<file path="src/rtl/joybus_pkg.sv">
// joybus_pkg: shared Joybus definitions.
//   - rx_state_e : receive FSM state encoding
//   - BIT_CYC, QUARTER_CYC, SAMPLE_CYC : bit-cell timing at 25 MHz (also used by the transmitter)
//   - NBITS_DEFAULT : default response length (poll response)
package joybus_pkg;

    localparam int unsigned BIT_CYC       = 100;
    localparam int unsigned QUARTER_CYC   = 25;
    localparam int unsigned SAMPLE_CYC    = 50;
    localparam int unsigned NBITS_DEFAULT = 32;

    typedef enum logic [2:0] {
        RX_IDLE,
        RX_WAIT_FALL,
        RX_SAMPLE,
        RX_WAIT_HIGH,
        RX_STOP_FALL,
        RX_STOP_RISE,
        RX_DONE
    } rx_state_e;

endpackage

</file>
<file path="src/rtl/joybus_resp_rx_if.sv">
// joybus_resp_rx_if: host-side signals of the Joybus response receiver.
//   JB_RX          raw line level (async)
//   rx_start       one-cycle arm pulse (from the transmitter's tx_done)
//   jb_cntlr_data  last successfully received frame
//   rx_done        one-cycle frame-complete pulse
//   rx_err         one-cycle frame-aborted pulse
//   rx_busy        receiver armed
// Modports: slave = receiver, master = host/driver side.
interface joybus_resp_rx_if import joybus_pkg::*; #(
    parameter int unsigned NBITS = NBITS_DEFAULT
);
    logic             JB_RX;
    logic             rx_start;
    logic [NBITS-1:0] jb_cntlr_data;
    logic             rx_done;
    logic             rx_err;
    logic             rx_busy;

    modport slave (
        input  JB_RX, rx_start,
        output jb_cntlr_data, rx_done, rx_err, rx_busy
    );

    modport master (
        output JB_RX, rx_start,
        input  jb_cntlr_data, rx_done, rx_err, rx_busy
    );
endinterface

</file>
<file path="src/rtl/joybus_line_sync.sv">
// joybus_line_sync: 2-flop synchronizer for the Joybus line plus a registered
// previous value for edge detection.
//   clk, rst_n : clock, async active-low reset
//   line_i     : raw asynchronous line
//   line_o     : synchronized level
//   fall_o     : synchronized 1->0 transition
//   rise_o     : synchronized 0->1 transition
// All flops reset to 1 (idle-high line).
module joybus_line_sync (
    input  logic clk,
    input  logic rst_n,
    input  logic line_i,
    output logic line_o,
    output logic fall_o,
    output logic rise_o
);
    logic sync1_q;
    logic sync2_q;
    logic prev_q;

    always_ff @(posedge clk or negedge rst_n) begin
        if (!rst_n) begin
            sync1_q <= 1'b1;
            sync2_q <= 1'b1;
            prev_q  <= 1'b1;
        end else begin
            sync1_q <= line_i;
            sync2_q <= sync1_q;
            prev_q  <= sync2_q;
        end
    end

    assign line_o = sync2_q;
    assign fall_o = prev_q & ~sync2_q;
    assign rise_o = ~prev_q & sync2_q;
endmodule

</file>
<file path="src/rtl/joybus_resp_rx.sv">
// joybus_resp_rx: Joybus host receive stage. Armed by rx_start, decodes an
// NBITS MSB-first response frame plus stop bit into jb_cntlr_data.
//   clk, rst_n : 25 MHz clock, async active-low reset
//   bus        : joybus_resp_rx_if.slave (JB_RX, rx_start, jb_cntlr_data,
//                rx_done, rx_err, rx_busy)
// Optional feature: define JOYBUS_RX_TIMEOUT_EN to build the TIMEOUT_CYC
// watchdog; otherwise rx_err is tied to 0 and the receiver waits forever.
module joybus_resp_rx #(
    parameter int unsigned NBITS       = joybus_pkg::NBITS_DEFAULT,
    parameter int unsigned SAMPLE_CYC  = joybus_pkg::SAMPLE_CYC,
    parameter int unsigned TIMEOUT_CYC = 2500
) (
    input  logic             clk,
    input  logic             rst_n,
    joybus_resp_rx_if.slave  bus
);
    import joybus_pkg::*;

    localparam int unsigned CW = $clog2(SAMPLE_CYC + 1);
    localparam int unsigned BW = $clog2(NBITS + 1);
    localparam logic [CW-1:0] SAMPLE_LAST = CW'(SAMPLE_CYC - 1);
    localparam logic [BW-1:0] BITS_ALL    = BW'(NBITS);

    logic line, fall, rise;

    joybus_line_sync u_sync (
        .clk    (clk),
        .rst_n  (rst_n),
        .line_i (bus.JB_RX),
        .line_o (line),
        .fall_o (fall),
        .rise_o (rise)
    );

    rx_state_e        state_q, state_d;
    logic [NBITS-1:0] shift_q, shift_d;
    logic [NBITS-1:0] data_q,  data_d;
    logic [BW-1:0]    bits_q,  bits_d;
    logic [CW-1:0]    cnt_q,   cnt_d;
    logic             done_q,  done_d;

`ifdef JOYBUS_RX_TIMEOUT_EN
    localparam int unsigned WW = $clog2(TIMEOUT_CYC + 1);
    localparam logic [WW-1:0] WD_LAST = WW'(TIMEOUT_CYC - 1);
    logic [WW-1:0] wd_q, wd_d;
    logic          err_q, err_d;
`endif

    always_comb begin
        state_d = state_q;
        shift_d = shift_q;
        data_d  = data_q;
        bits_d  = bits_q;
        cnt_d   = cnt_q;
        done_d  = 1'b0;
        unique case (state_q)
            RX_IDLE: if (bus.rx_start) begin
                shift_d = '0;
                bits_d  = '0;
                state_d = RX_WAIT_FALL;
            end
            RX_WAIT_FALL: if (fall) begin
                cnt_d   = '0;
                state_d = RX_SAMPLE;
            end
            RX_SAMPLE: begin
                if (cnt_q == SAMPLE_LAST) begin
                    shift_d = {shift_q[NBITS-2:0], line};
                    bits_d  = bits_q + 1'b1;
                    state_d = RX_WAIT_HIGH;
                end else begin
                    cnt_d = cnt_q + 1'b1;
                end
            end
            RX_WAIT_HIGH: if (line) begin
                state_d = (bits_q == BITS_ALL) ? RX_STOP_FALL : RX_WAIT_FALL;
            end
            RX_STOP_FALL: if (fall) state_d = RX_STOP_RISE;
            // Data and rx_done are registered on the way into DONE so both are
            // visible during the single DONE cycle.
            RX_STOP_RISE: if (rise) begin
                data_d  = shift_q;
                done_d  = 1'b1;
                state_d = RX_DONE;
            end
            RX_DONE: state_d = RX_IDLE;
            default: state_d = RX_IDLE;
        endcase

`ifdef JOYBUS_RX_TIMEOUT_EN
        // Watchdog runs only while waiting on the line; any edge restarts it.
        wd_d  = '0;
        err_d = 1'b0;
        if ((state_q inside {RX_WAIT_FALL, RX_WAIT_HIGH, RX_STOP_FALL, RX_STOP_RISE})
            && !fall && !rise) begin
            if (wd_q == WD_LAST) begin
                err_d   = 1'b1;
                state_d = RX_IDLE;
            end else begin
                wd_d = wd_q + 1'b1;
            end
        end
`endif
    end

    always_ff @(posedge clk or negedge rst_n) begin
        if (!rst_n) begin
            state_q <= RX_IDLE;
            shift_q <= '0;
            data_q  <= '0;
            bits_q  <= '0;
            cnt_q   <= '0;
            done_q  <= 1'b0;
        end else begin
            state_q <= state_d;
            shift_q <= shift_d;
            data_q  <= data_d;
            bits_q  <= bits_d;
            cnt_q   <= cnt_d;
            done_q  <= done_d;
        end
    end

`ifdef JOYBUS_RX_TIMEOUT_EN
    always_ff @(posedge clk or negedge rst_n) begin
        if (!rst_n) begin
            wd_q  <= '0;
            err_q <= 1'b0;
        end else begin
            wd_q  <= wd_d;
            err_q <= err_d;
        end
    end
    assign bus.rx_err = err_q;
`else
    assign bus.rx_err = 1'b0;
`endif

    assign bus.jb_cntlr_data = data_q;
    assign bus.rx_done       = done_q;
    assign bus.rx_busy       = (state_q != RX_IDLE) && (state_q != RX_DONE);
endmodule

</file>
<file path="src/flat_wrapper.sv">
// flat-port wrapper written by rule: the top's interface ports become plain ports
module joybus_resp_rx_flat import joybus_pkg::*;
#(
    parameter int unsigned NBITS       = joybus_pkg::NBITS_DEFAULT,
    parameter int unsigned SAMPLE_CYC  = joybus_pkg::SAMPLE_CYC,
    parameter int unsigned TIMEOUT_CYC = 2500
)
  (clk, rst_n, bus_JB_RX, bus_rx_start, bus_jb_cntlr_data, bus_rx_done, bus_rx_err, bus_rx_busy);
  joybus_resp_rx_if #(.NBITS(NBITS)) bus_i ();
  input  logic clk;
  input  logic rst_n;
  input wire logic [$bits(bus_i.JB_RX)-1:0] bus_JB_RX;
  input wire logic [$bits(bus_i.rx_start)-1:0] bus_rx_start;
  output wire logic [$bits(bus_i.jb_cntlr_data)-1:0] bus_jb_cntlr_data;
  output wire logic [$bits(bus_i.rx_done)-1:0] bus_rx_done;
  output wire logic [$bits(bus_i.rx_err)-1:0] bus_rx_err;
  output wire logic [$bits(bus_i.rx_busy)-1:0] bus_rx_busy;
  assign bus_i.JB_RX = bus_JB_RX;
  assign bus_i.rx_start = bus_rx_start;
  assign bus_jb_cntlr_data = bus_i.jb_cntlr_data;
  assign bus_rx_done = bus_i.rx_done;
  assign bus_rx_err = bus_i.rx_err;
  assign bus_rx_busy = bus_i.rx_busy;
  joybus_resp_rx #(.NBITS(NBITS), .SAMPLE_CYC(SAMPLE_CYC), .TIMEOUT_CYC(TIMEOUT_CYC)) u_core (.clk(clk), .rst_n(rst_n), .bus(bus_i));
endmodule
</file>
<file path="config.mk">
export PLATFORM = sky130hd
export DESIGN_NAME = joybus_resp_rx_flat
export DESIGN_NICKNAME = d
export VERILOG_FILES = /design/src/rtl/joybus_pkg.sv /design/src/rtl/joybus_resp_rx_if.sv /design/src/rtl/joybus_line_sync.sv /design/src/rtl/joybus_resp_rx.sv /design/src/flat_wrapper.sv
export SDC_FILE = /design/constraint.sdc
export NUM_CORES = 1
export LEC_CHECK = 0
export BUFFER_PORTS_ARGS = -buffer_cell sky130_fd_sc_hd__buf_2
export CAP_MARGIN = 40
export CORE_UTILIZATION = 55
export DETAILED_ROUTE_END_ITERATION = 10
export GPL_ROUTABILITY_DRIVEN = 0
export PLACE_DENSITY = 0.75
export SYNTH_ARGS = -nofsm -noshare
export SYNTH_HDL_FRONTEND = slang
export SYNTH_SLANG_ARGS = --single-unit
</file>
<file path="constraint.sdc">
create_clock -name clk -period 2.6 [get_ports clk]
set_clock_uncertainty 0.05 [all_clocks]
set_input_delay 0.26 -clock clk [delete_from_list [all_inputs] [get_ports clk]]
set_output_delay 0.26 -clock clk [all_outputs]
set_load 0.01 [all_outputs]
</file>
==> flow_metrics.py, run 1 <==
metrics = {
    "outcome": {
        "status": "finished clean",
    },
    "layout": {
        "antenna_cells": 0,
        "layout-drive-gt1-share": 0.331,
        "synthToLayoutAreaGrowth_pct": 15.7,
        "nets": 302,
    },
    "drt": {
        "viasPerCell": 5.75,
        "drc": 0,
        "num_vias": 2150,
        "wl_mm": 6.14,
        "dr.first_iter.drc_count": 129,
        "first_pass_iters": 4,
        "wire_per_inst_um": 16.4,
        "ant_nets": 0,
    },
    "placed_design": {
        "port_buffers": 37,
        "dp_hpwl_mm": 3.96,
    },
    "min_path": {
        "whs_path_depth": 3,
        "min_to": "u_core.bits_q[4]",
        "min_from": "bus_rx_start",
        "holdCritPathClass": "input port to register",
    },
    "worst_setup_path": {
        "cp_max_fo": 18,
        "path_delay_family": "flip-flops",
        "cp-start-kind": "register",
        "end_kind": "register",
        "critical-path-max-stage-delay_ns": 0.61,
        "cp_slowest_cell": "dfrtp_1",
        "r2r-end": "u_core.shift_q[28]",
        "rr_worst_depth": 4,
        "setup.worst_path.class": "register to register",
        "cp.required_ns": 2.79,
        "r2r-start": "u_core.state_q[1]",
        "worstPathCellList": "or3b_4 > o31a_1 > buf_4 > a22o_1",
        "crit_buf_inv": 1,
        "arrival_ns": 2.31,
        "r2r_slack_ns": 0.48,
    },
    "timing": {
        "hold_viol_final": 0,
        "setup_tns_ns": 0,
        "maxSlewViolCount": 0,
        "timing.final.crit_period_ns": 2.12,
        "fin_crit_sh": 0.815,
        "relSlewSlack": 0.563,
        "worst_pin_slew_ns": 0.655,
        "fmax_mhz": 472,
        "worst_hold_slack_ns": 0.304,
        "finalSetupViolations": 0,
        "grt_setup_unrepaired": "false",
    },
    "pwr": {
        "leakagePower_nw": 2.03,
        "p_total_w": 0.00290,
        "powerDensity_nw_per_um2": 734,
        "vdd_ir_drop_max_uv": 506,
    },
    "yosys": {
        "synth_common_cells": "dfrtp_1 (80), a22o_1 (34), mux2_2 (33)",
        "synthTopCellsByArea": "dfrtp_1 (59%), mux2_2 (11%), a22o_1 (8.7%), dfstp_2 (2.3%), o21ai_0 (1.6%)",
        "synth_area_leader_cell": "dfrtp_1",
        "synth_most_common_cell": "dfrtp_1",
        "synth_area_um2": 3410,
        "yosysWarnings": 0,
        "synth_nets": 259,
        "ys_seq_area_frac": 0.610,
        "synth_top_area_frac": 0.587,
        "ys_types": 42,
        "yosys_register_bits": 83,
        "async_reset_ff_frac": 1.00,
        "syn_inst": 251,
        "syn_area_per_cell_um2": 13.6,
        "synth_edf_count": 0,
        "synthFlopType": "dfrtp_1",
    },
    "global_routing": {
        "grt_pass1_vias": 2078,
        "grt_antenna_before_repair": 0,
        "grt_pass1_wl_mm": 10.1,
        "grt_overflow": 0,
        "grt.total_usage": 0.212,
        "grt_max_degree": 54,
    },
    "floorplan": {
        "fp-row-count": 28,
        "core-area_um2": 5960,
        "fp.dieW_um": 80.8,
        "dieHeight_um": 80.8,
        "initial_core_util": 0.573,
        "die_area_um2": 6520,
        "pin_count": 39,
    },
    "clock_network": {
        "clk_path_buf_depth": 2,
        "cts_hold_buffers": 2,
        "htreeDepth": 3,
        "cts_setup_buffers": 0,
        "clock_latency_ns": 0.35,
        "clock_sinks": 83,
        "cts_tree": "yes",
        "path_clk_slew_ns": 0.08,
        "clockRootBuffer": "clkbuf_8",
        "cts_buffers": 9,
        "cts_resized": 0,
    },
    "job": {
        "drv_cap": 0,
    },
}
[worst max path at each step]
stage                     cells after the start                 end  slack [ns]         startpoint
after floorplan                               7    u_core.bits_q[5]        0.90    u_core.cnt_q[1]
after global placement                        4  u_core.shift_q[25]        0.59  u_core.state_q[1]
after detailed placement                      4  u_core.shift_q[28]        0.53  u_core.state_q[1]
after CTS                                     4  u_core.shift_q[28]        0.51  u_core.state_q[1]
after global routing                          4   u_core.shift_q[7]        0.38  u_core.state_q[1]
final                                         4  u_core.shift_q[28]        0.48  u_core.state_q[1]
[state kept, by name, summed over array words and instances (netlist names)]
signal and cells:
u_core.bits_q 6, u_core.cnt_q 6, u_core.bus.rx_done 1, u_core.shift_q 32, u_core.bus.jb_cntlr_data 32, u_core.state_q 3, u_core.u_sync.line_o 1, u_core.u_sync.sync1_q 1
u_core.u_sync.prev_q 1
[power breakdown]
group	switching (W)	internal, W
clock	0.000464	0.000672
sequential	0.0000933	0.00133
combinational	0.000189	0.000142
[routing by layer]
metal	global-route usage	vias up	wire length (um)
li1	-	1007	-
met1	0.312	1084	3060
met2	0.296	46	2760
met3	0.0517	13	225
met4	0.104	0	98
met5	0	-	0
[metrics by stage]
| stage | cell area, um2 | worst slack (ns) | instances | utilization |
|---|---|---|---|---|
| 2_1_floorplan | 3410 | 0.902 | 251 | - |
| 3_3_place_gp | 3680 | 0.589 | 356 | 0.617 |
| 3_5_place_dp | 3680 | 0.525 | 356 | 0.617 |
| 4_1_cts | 3950 | 0.512 | 374 | 0.662 |
| 5_1_grt | 3950 | 0.384 | 374 | 0.662 |
| 6_report | 3950 | 0.482 | 374 | 0.662 |
[cells by family (layout without fill, tap and decap cells)]
group | count (synthesis) | in the layout | synth area share
AOI/OAI and AO/OA | 61 | 61 | 0.137
xor gates and xnor gates | 2 | 2 | 0.00514
adders and majority gates | 4 | 4 | 0.0147
buffers and inverters | 19 | 67 | 0.0330
DFF | 83 | 83 | 0.610
muxes | 35 | 35 | 0.115
other | 1 | 1 | 0.00110
and+or+nand+nor | 46 | 46 | 0.0844
[worst reg2reg max path, delay by kind of cell (launching register included)]
kind / cells / cell delay, ns
flip-flops: 1 / 0.61
AO/OA/AOI/OAI: 2 / 0.61
AND/OR/NAND/NOR: 1 / 0.47
buffers and inverters: 1 / 0.27
[layout make-up]
type / count / area (um2)
sequential: 83 / 2080
fill: 432 / 2010
inverter: 5 / 18.8
tap: 75 / 93.8
clock inverter: 5 / 108
multi-input combinational: 149 / 1220
clock buffer: 11 / 141
timing repair buffer: 46 / 285
[cell usage in the layout (no fill, tap or decap), types with 2 or more instances in the layout]
cell           netlist  routed
a21o_1               2       2
a21oi_1              6       6
a22o_1              34      34
and4b_1              2       2
buf_12               0       2
buf_2                6      36
buf_4                1       6
bufinv_16            0       3
clkbuf_8             0      10
dfrtp_1             80      80
dfstp_2              3       3
dlygate4sd3_1        0       2
ha_1                 4       4
inv_1                5       5
inv_6                0       2
mux2_2              33      33
mux2i_1              2       2
nand2_1              7       7
nand3_1              3       3
nand3b_1             2       2
nand4b_1             2       2
nor2_1               8       8
nor2b_1              6       6
nor3_1               3       3
nor3b_1              2       2
o21ai_0             11      11
o31ai_1              2       2
or3_1                3       3
Power figures use the tool's default switching activity.
==> inputs of run 2 (changes only) <==
--- a/config.mk
+++ b/config.mk
@@ -5,12 +5,13 @@
 export SDC_FILE = /design/constraint.sdc
 export NUM_CORES = 1
 export LEC_CHECK = 0
+export ABC_AREA = 1
 export BUFFER_PORTS_ARGS = -buffer_cell sky130_fd_sc_hd__buf_2
 export CAP_MARGIN = 40
 export CORE_UTILIZATION = 55
 export DETAILED_ROUTE_END_ITERATION = 10
 export GPL_ROUTABILITY_DRIVEN = 0
-export PLACE_DENSITY = 0.75
+export PLACE_DENSITY = 0.74
 export SYNTH_ARGS = -nofsm -noshare
 export SYNTH_HDL_FRONTEND = slang
 export SYNTH_SLANG_ARGS = --single-unit
==> constraint.sdc (replaced) <==
create_clock -name clk -period 2.12 [get_ports clk]
set_clock_uncertainty 0.05 [all_clocks]
set_input_delay 0.212 -clock clk [delete_from_list [all_inputs] [get_ports clk]]
set_output_delay 0.212 -clock clk [all_outputs]
set_load 0.01 [all_outputs]
==> flow_metrics.py, run 2 <==
metrics = {
    "outcome": {
        "status": "finished clean",
    },
    "drt": {
        "wl_mm": 6.65,
        "dr.first_iter.drc_count": 133,
        "num_vias": 2730,
        "viasPerCell": 5.04,
        "drc": 0,
        "first_pass_iters": 4,
        "wire_per_inst_um": 12.3,
        "ant_nets": 0,
    },
    "floorplan": {
        "initial_core_util": 0.569,
        "die_area_um2": 6850,
        "fp-row-count": 29,
        "dieHeight_um": 82.8,
        "pin_count": 39,
        "fp.dieW_um": 82.8,
        "core-area_um2": 6310,
    },
    "yosys": {
        "yosysWarnings": 0,
        "synth_most_common_cell": "nand2_1",
        "synth_common_cells": "nand2_1 (172), dfrtp_1 (80), inv_1 (45)",
        "synth_nets": 429,
        "synth_area_um2": 3590,
        "synthFlopType": "dfrtp_1",
        "ys_seq_area_frac": 0.580,
        "yosys_register_bits": 83,
        "synth_edf_count": 0,
        "synthTopCellsByArea": "dfrtp_1 (56%), nand2_1 (18%), o21ai_0 (5.7%), inv_1 (4.7%), nand3_1 (2.6%)",
        "syn_area_per_cell_um2": 8.53,
        "syn_inst": 421,
        "synth_top_area_frac": 0.558,
        "ys_types": 27,
        "synth_area_leader_cell": "dfrtp_1",
        "async_reset_ff_frac": 1.00,
    },
    "layout": {
        "nets": 468,
        "synthToLayoutAreaGrowth_pct": 13.7,
        "mostFrequentLayoutCells": "nand2_1 (172), dfrtp_1 (80), inv_1 (45)",
        "antenna_cells": 0,
        "final_common_cell": "nand2_1",
        "post-route-cell-area_um2": 4080,
        "layout-drive-gt1-share": 0.151,
    },
    "global_routing": {
        "grt_max_degree": 66,
        "grt_overflow": 0,
        "grt.total_usage": 0.217,
        "grt_pass1_vias": 2377,
        "grt_pass1_wl_mm": 10.9,
        "grt_antenna_before_repair": 0,
    },
    "worst_setup_path": {
        "end_kind": "primary output",
        "worstPathCellList": "nor2_1 > o21ai_0 > nand3_1 > buf_2",
        "arrival_ns": 1.55,
        "r2r_slack_ns": 0.42,
        "cp.required_ns": 1.86,
        "crit_buf_inv": 1,
        "cp-start-kind": "register",
        "r2r-end": "u_core.shift_q[11]",
        "rr_worst_depth": 6,
        "path_delay_family": "flip-flops",
        "setup.worst_path.class": "register to primary output",
        "r2r-start": "u_core.state_q[1]",
        "cp_max_fo": 6,
        "critical-path-max-stage-delay_ns": 0.50,
        "cp_slowest_cell": "dfrtp_1",
        "path_depth": 4,
    },
    "placed_design": {
        "place_area_um2": 3840,
        "port_buffers": 37,
        "dp_hpwl_mm": 4.17,
    },
    "clock_network": {
        "clk_path_buf_depth": 2,
        "cts_resized": 0,
        "clock_latency_ns": 0.34,
        "cts_tree": "yes",
        "cts_setup_buffers": 0,
        "htreeDepth": 3,
        "cts_hold_buffers": 2,
        "clockRootBuffer": "clkbuf_8",
        "clock_sinks": 83,
        "path_clk_slew_ns": 0.08,
        "cts_buffers": 9,
    },
    "timing": {
        "maxSlewViolCount": 0,
        "fin_crit_sh": 0.853,
        "fmax_mhz": 553,
        "grt_setup_unrepaired": "false",
        "hold_viol_final": 0,
        "finalSetupViolations": 0,
        "setup_tns_ns": 0,
        "timing.final.crit_period_ns": 1.81,
    },
    "pwr": {
        "powerDensity_nw_per_um2": 861,
        "leakagePower_nw": 2.17,
        "vdd_ir_drop_max_uv": 500,
    },
    "job": {
        "drv_cap": 0,
    },
    "min_path": {
        "holdCritPathClass": "input port to async pin",
    },
}
-- run 2: layout make-up --
cell class	count	area [um2]
Sequential cell	83	2080
Fill cell	544	2230
Multi-Input combinational cell	276	1230
Tap cell	77	96.3
Clock inverter	4	73.8
Clock buffer	12	145
Timing Repair Buffer	43	275
Inverter	47	176
-- run 2: worst max path at each step --
stage	startpoint	end	slack, ns
floorplan	u_core.cnt_q[1]	u_core.bits_q[2]	0.59
global placement	u_core.state_q[1]	u_core.bits_q[5]	0.53
detailed placement	u_core.state_q[1]	u_core.shift_q[26]	0.49
CTS	u_core.state_q[1]	bus_rx_busy	0.31
global route	u_core.state_q[1]	bus_rx_busy	0.21
finish	u_core.state_q[1]	bus_rx_busy	0.31
-- run 2: cells by family after synthesis --
kind of cell             after synthesis  synth area share
AND/OR/NAND/NOR                      221             0.252
flip-flops                            83             0.580
buffers and inverters                 62            0.0784
AO/OA/AOI/OAI                         47            0.0676
adder cells (fa/ha/maj)                4            0.0139
XOR/XNOR                               3           0.00732
other                                  1           0.00104
-- run 2: metal layers --
| metal | track usage | vias up | part of all wire | wire length [um] |
|---|---|---|---|---|
| met5 | 0 | - | 0 | 0 |
| met4 | 0.126 | 0 | 0.025 | 165 |
| met3 | 0.0339 | 15 | 0.033 | 220 |
| met2 | 0.331 | 50 | 0.46 | 3080 |
| met1 | 0.294 | 1297 | 0.48 | 3180 |
| li1 | - | 1368 | - | - |
-- run 2: through the flow --
stage               std cells   util  power [W]  hold WS (ns)  setup WS, ns
finish                    542  0.646    0.00351         0.297         0.311
global placement          524  0.609    0.00227         0.135         0.535
floorplan                 421      -    0.00214        -0.134         0.595
CTS                       542  0.646    0.00354         0.307         0.307
global route              542  0.646    0.00368         0.315         0.213
detailed placement        524  0.609    0.00229         0.141         0.494
-- run 2: power by group --
part           internal, W  switching (W)
Sequential         0.00163      0.0000653
Combinational     0.000173       0.000406
Clock             0.000697       0.000548
Total              0.00250        0.00102
-- run 2: worst register-to-register path, cell delays in order, from the launching register on --
cell and delay, ns:
dfrtp_1 0.48, nor2_1 0.26, nand3b_1 0.29, nand2_2 0.18, buf_12 0.20, nand2_1 0.11
nand2_1 0.07
==> inputs of run 3 (changes only) <==
--- a/config.mk
+++ b/config.mk
@@ -14,4 +14,5 @@
 export PLACE_DENSITY = 0.74
 export SYNTH_ARGS = -nofsm -noshare
 export SYNTH_HDL_FRONTEND = slang
+export SYNTH_HIERARCHICAL = 1
 export SYNTH_SLANG_ARGS = --single-unit
==> flow_metrics.py, run 3 <==
metrics = {
    "outcome": {
        "status": "finished, violations left",
        "violations": "design-rule violations",
    },
    "drt": {
        "first_pass_iters": 7,
        "num_vias": 2815,
        "ant_nets": 0,
        "dr.first_iter.drc_count": 146,
        "wire_per_inst_um": 12.5,
        "wl_mm": 6.81,
        "viasPerCell": 5.16,
        "drc": 2,
    },
    "clock_network": {
        "clock_sinks": 83,
        "clk_path_buf_depth": 2,
        "cts_tree": "yes",
        "clockRootBuffer": "clkbuf_8",
        "clock_latency_ns": 0.35,
        "cts_setup_buffers": 0,
        "cts_buffers": 9,
        "path_clk_slew_ns": 0.09,
        "htreeDepth": 3,
    },
    "yosys": {
        "synthFlopType": "dfrtp_1",
        "yosys_register_bits": 83,
        "synth_area_leader_cell": "dfrtp_1",
        "synth_nets": 437,
        "yosysWarnings": 6,
        "synth_common_cells": "nand2_1 (206), dfrtp_1 (80), nand3_1 (48)",
        "syn_area_per_cell_um2": 8.43,
        "synthTopCellsByArea": "dfrtp_1 (55%), nand2_1 (21%), nand3_1 (6.6%), dfstp_2 (2.2%), nor2_1 (2.2%)",
        "async_reset_ff_frac": 1.00,
        "synth_edf_count": 0,
        "ys_seq_area_frac": 0.575,
        "synth_top_area_frac": 0.553,
        "ys_types": 25,
        "syn_inst": 429,
        "synth_area_um2": 3620,
        "synth_most_common_cell": "nand2_1",
    },
    "timing": {
        "finalSetupViolations": 0,
        "setup_tns_ns": 0,
        "timing.final.crit_period_ns": 1.69,
        "grt_setup_unrepaired": "false",
        "hold_viol_final": 0,
        "relSlewSlack": 0.630,
        "fin_crit_sh": 0.795,
        "maxSlewViolCount": 0,
        "worst_pin_slew_ns": 0.554,
        "fmax_mhz": 593,
        "worst_hold_slack_ns": 0.310,
    },
    "layout": {
        "final_common_cell": "nand2_1",
        "layout-drive-gt1-share": 0.160,
        "synthToLayoutAreaGrowth_pct": 12.1,
        "nets": 473,
        "antenna_cells": 0,
        "final_util": 0.639,
        "mostFrequentLayoutCells": "nand2_1 (206), dfrtp_1 (80), nand3_1 (48)",
        "post-route-cell-area_um2": 4060,
    },
    "min_path": {
        "holdCritPathClass": "register to register",
    },
    "worst_setup_path": {
        "arrival_ns": 1.93,
        "cp_max_fo": 33,
        "end_kind": "register",
        "cp.required_ns": 2.36,
        "cp-start-kind": "register",
        "setup.worst_path.class": "register to register",
    },
    "floorplan": {
        "dieHeight_um": 83.1,
        "die_area_um2": 6900,
        "initial_core_util": 0.570,
        "pin_count": 39,
        "fp-row-count": 29,
        "core-area_um2": 6350,
        "fp.dieW_um": 83.1,
    },
    "pwr": {
        "powerDensity_nw_per_um2": 1170,
        "leakagePower_nw": 2.26,
        "vdd_ir_drop_max_uv": 638,
        "p_total_w": 0.00473,
    },
    "global_routing": {
        "grt.total_usage": 0.219,
        "grt_max_degree": 39,
        "grt_overflow": 0,
        "grt_antenna_before_repair": 0,
        "grt_pass1_wl_mm": 12.1,
        "grt_pass1_vias": 2748,
    },
    "placed_design": {
        "port_buffers": 37,
        "dp_hpwl_mm": 4.24,
        "place_area_um2": 3850,
    },
    "job": {
        "drv_cap": 0,
    },
}
run 3: per-layer routing:
layer  wire (um)  part of all wire  global-route usage
met3         311             0.046              0.0398
met1        3120              0.46               0.287
met5           0                 0                   0
met2        3280              0.48               0.350
met4         108             0.016               0.113
run 3: worst paths after layout:
path	startpoint	end	slack, ns	cells after the start
max	u_core/state_q[0]	u_core/bus.jb_cntlr_data[9]	0.43	6
min	u_core/u_sync/sync1_q	u_core/u_sync/line_o	0.31	0
max reg2reg	u_core/state_q[0]	u_core/bus.jb_cntlr_data[9]	0.43	6
min reg2reg	u_core/u_sync/sync1_q	u_core/u_sync/line_o	0.31	0
max in group asynchronous	rst_n	u_core/u_sync/prev_q	1.09	3
min in group asynchronous	rst_n	u_core/cnt_q[0]	0.32	2
run 3: cells by family after synthesis:
family / Yosys count / share of synthesized area
other: 1 / 0.00104
adder cells (fa/ha/maj): 4 / 0.0138
flip-flops: 83 / 0.575
AND/OR/NAND/NOR: 284 / 0.320
buffers and inverters: 39 / 0.0550
AO/OA/AOI/OAI: 13 / 0.0225
XOR/XNOR: 5 / 0.0121
run 3: final cells by class:
type                       instances  area [um2]
fill                             549        2290
multi-input combinational        307        1340
inverter                          18        67.6
sequential                        83        2080
timing repair buffer              46         285
tap                               77        96.3
clock inverter                     6        65.1
clock buffer                       9         124
run 3: repair_timing:
action	in CTS	in global routing
resized for setup	0	0
endpoints found under the hold margin	36	0
hold buffers	2	0
endpoints found under the setup margin	0	0
run 3: power breakdown:
group | leakage (nW) | switching (W) | internal [W] | total (W)
registers | 1.11 | 0.000212 | 0.00191 | 0.00212
clock network | 0.0955 | 0.000560 | 0.000540 | 0.00110
logic | 1.06 | 0.000952 | 0.000559 | 0.00151
run 3: stage by stage:
| step | setup WS (ns) | std cells |
|---|---|---|
| detailed placement | 0.418 | 529 |
| global route | 0.200 | 546 |
| finish | 0.434 | 546 |
| floorplan | 0.546 | 429 |
| global placement | 0.496 | 529 |
| CTS | 0.405 | 546 |
run 3: worst max-delay path, cell delays in order, from the launching register on:
cell,delay (ns)
dfrtp_1,0.56
inv_2,0.07
nor2_1,0.16
nand3_1,0.13
inv_2,0.44
nand2_1,0.12
nand2_1,0.08
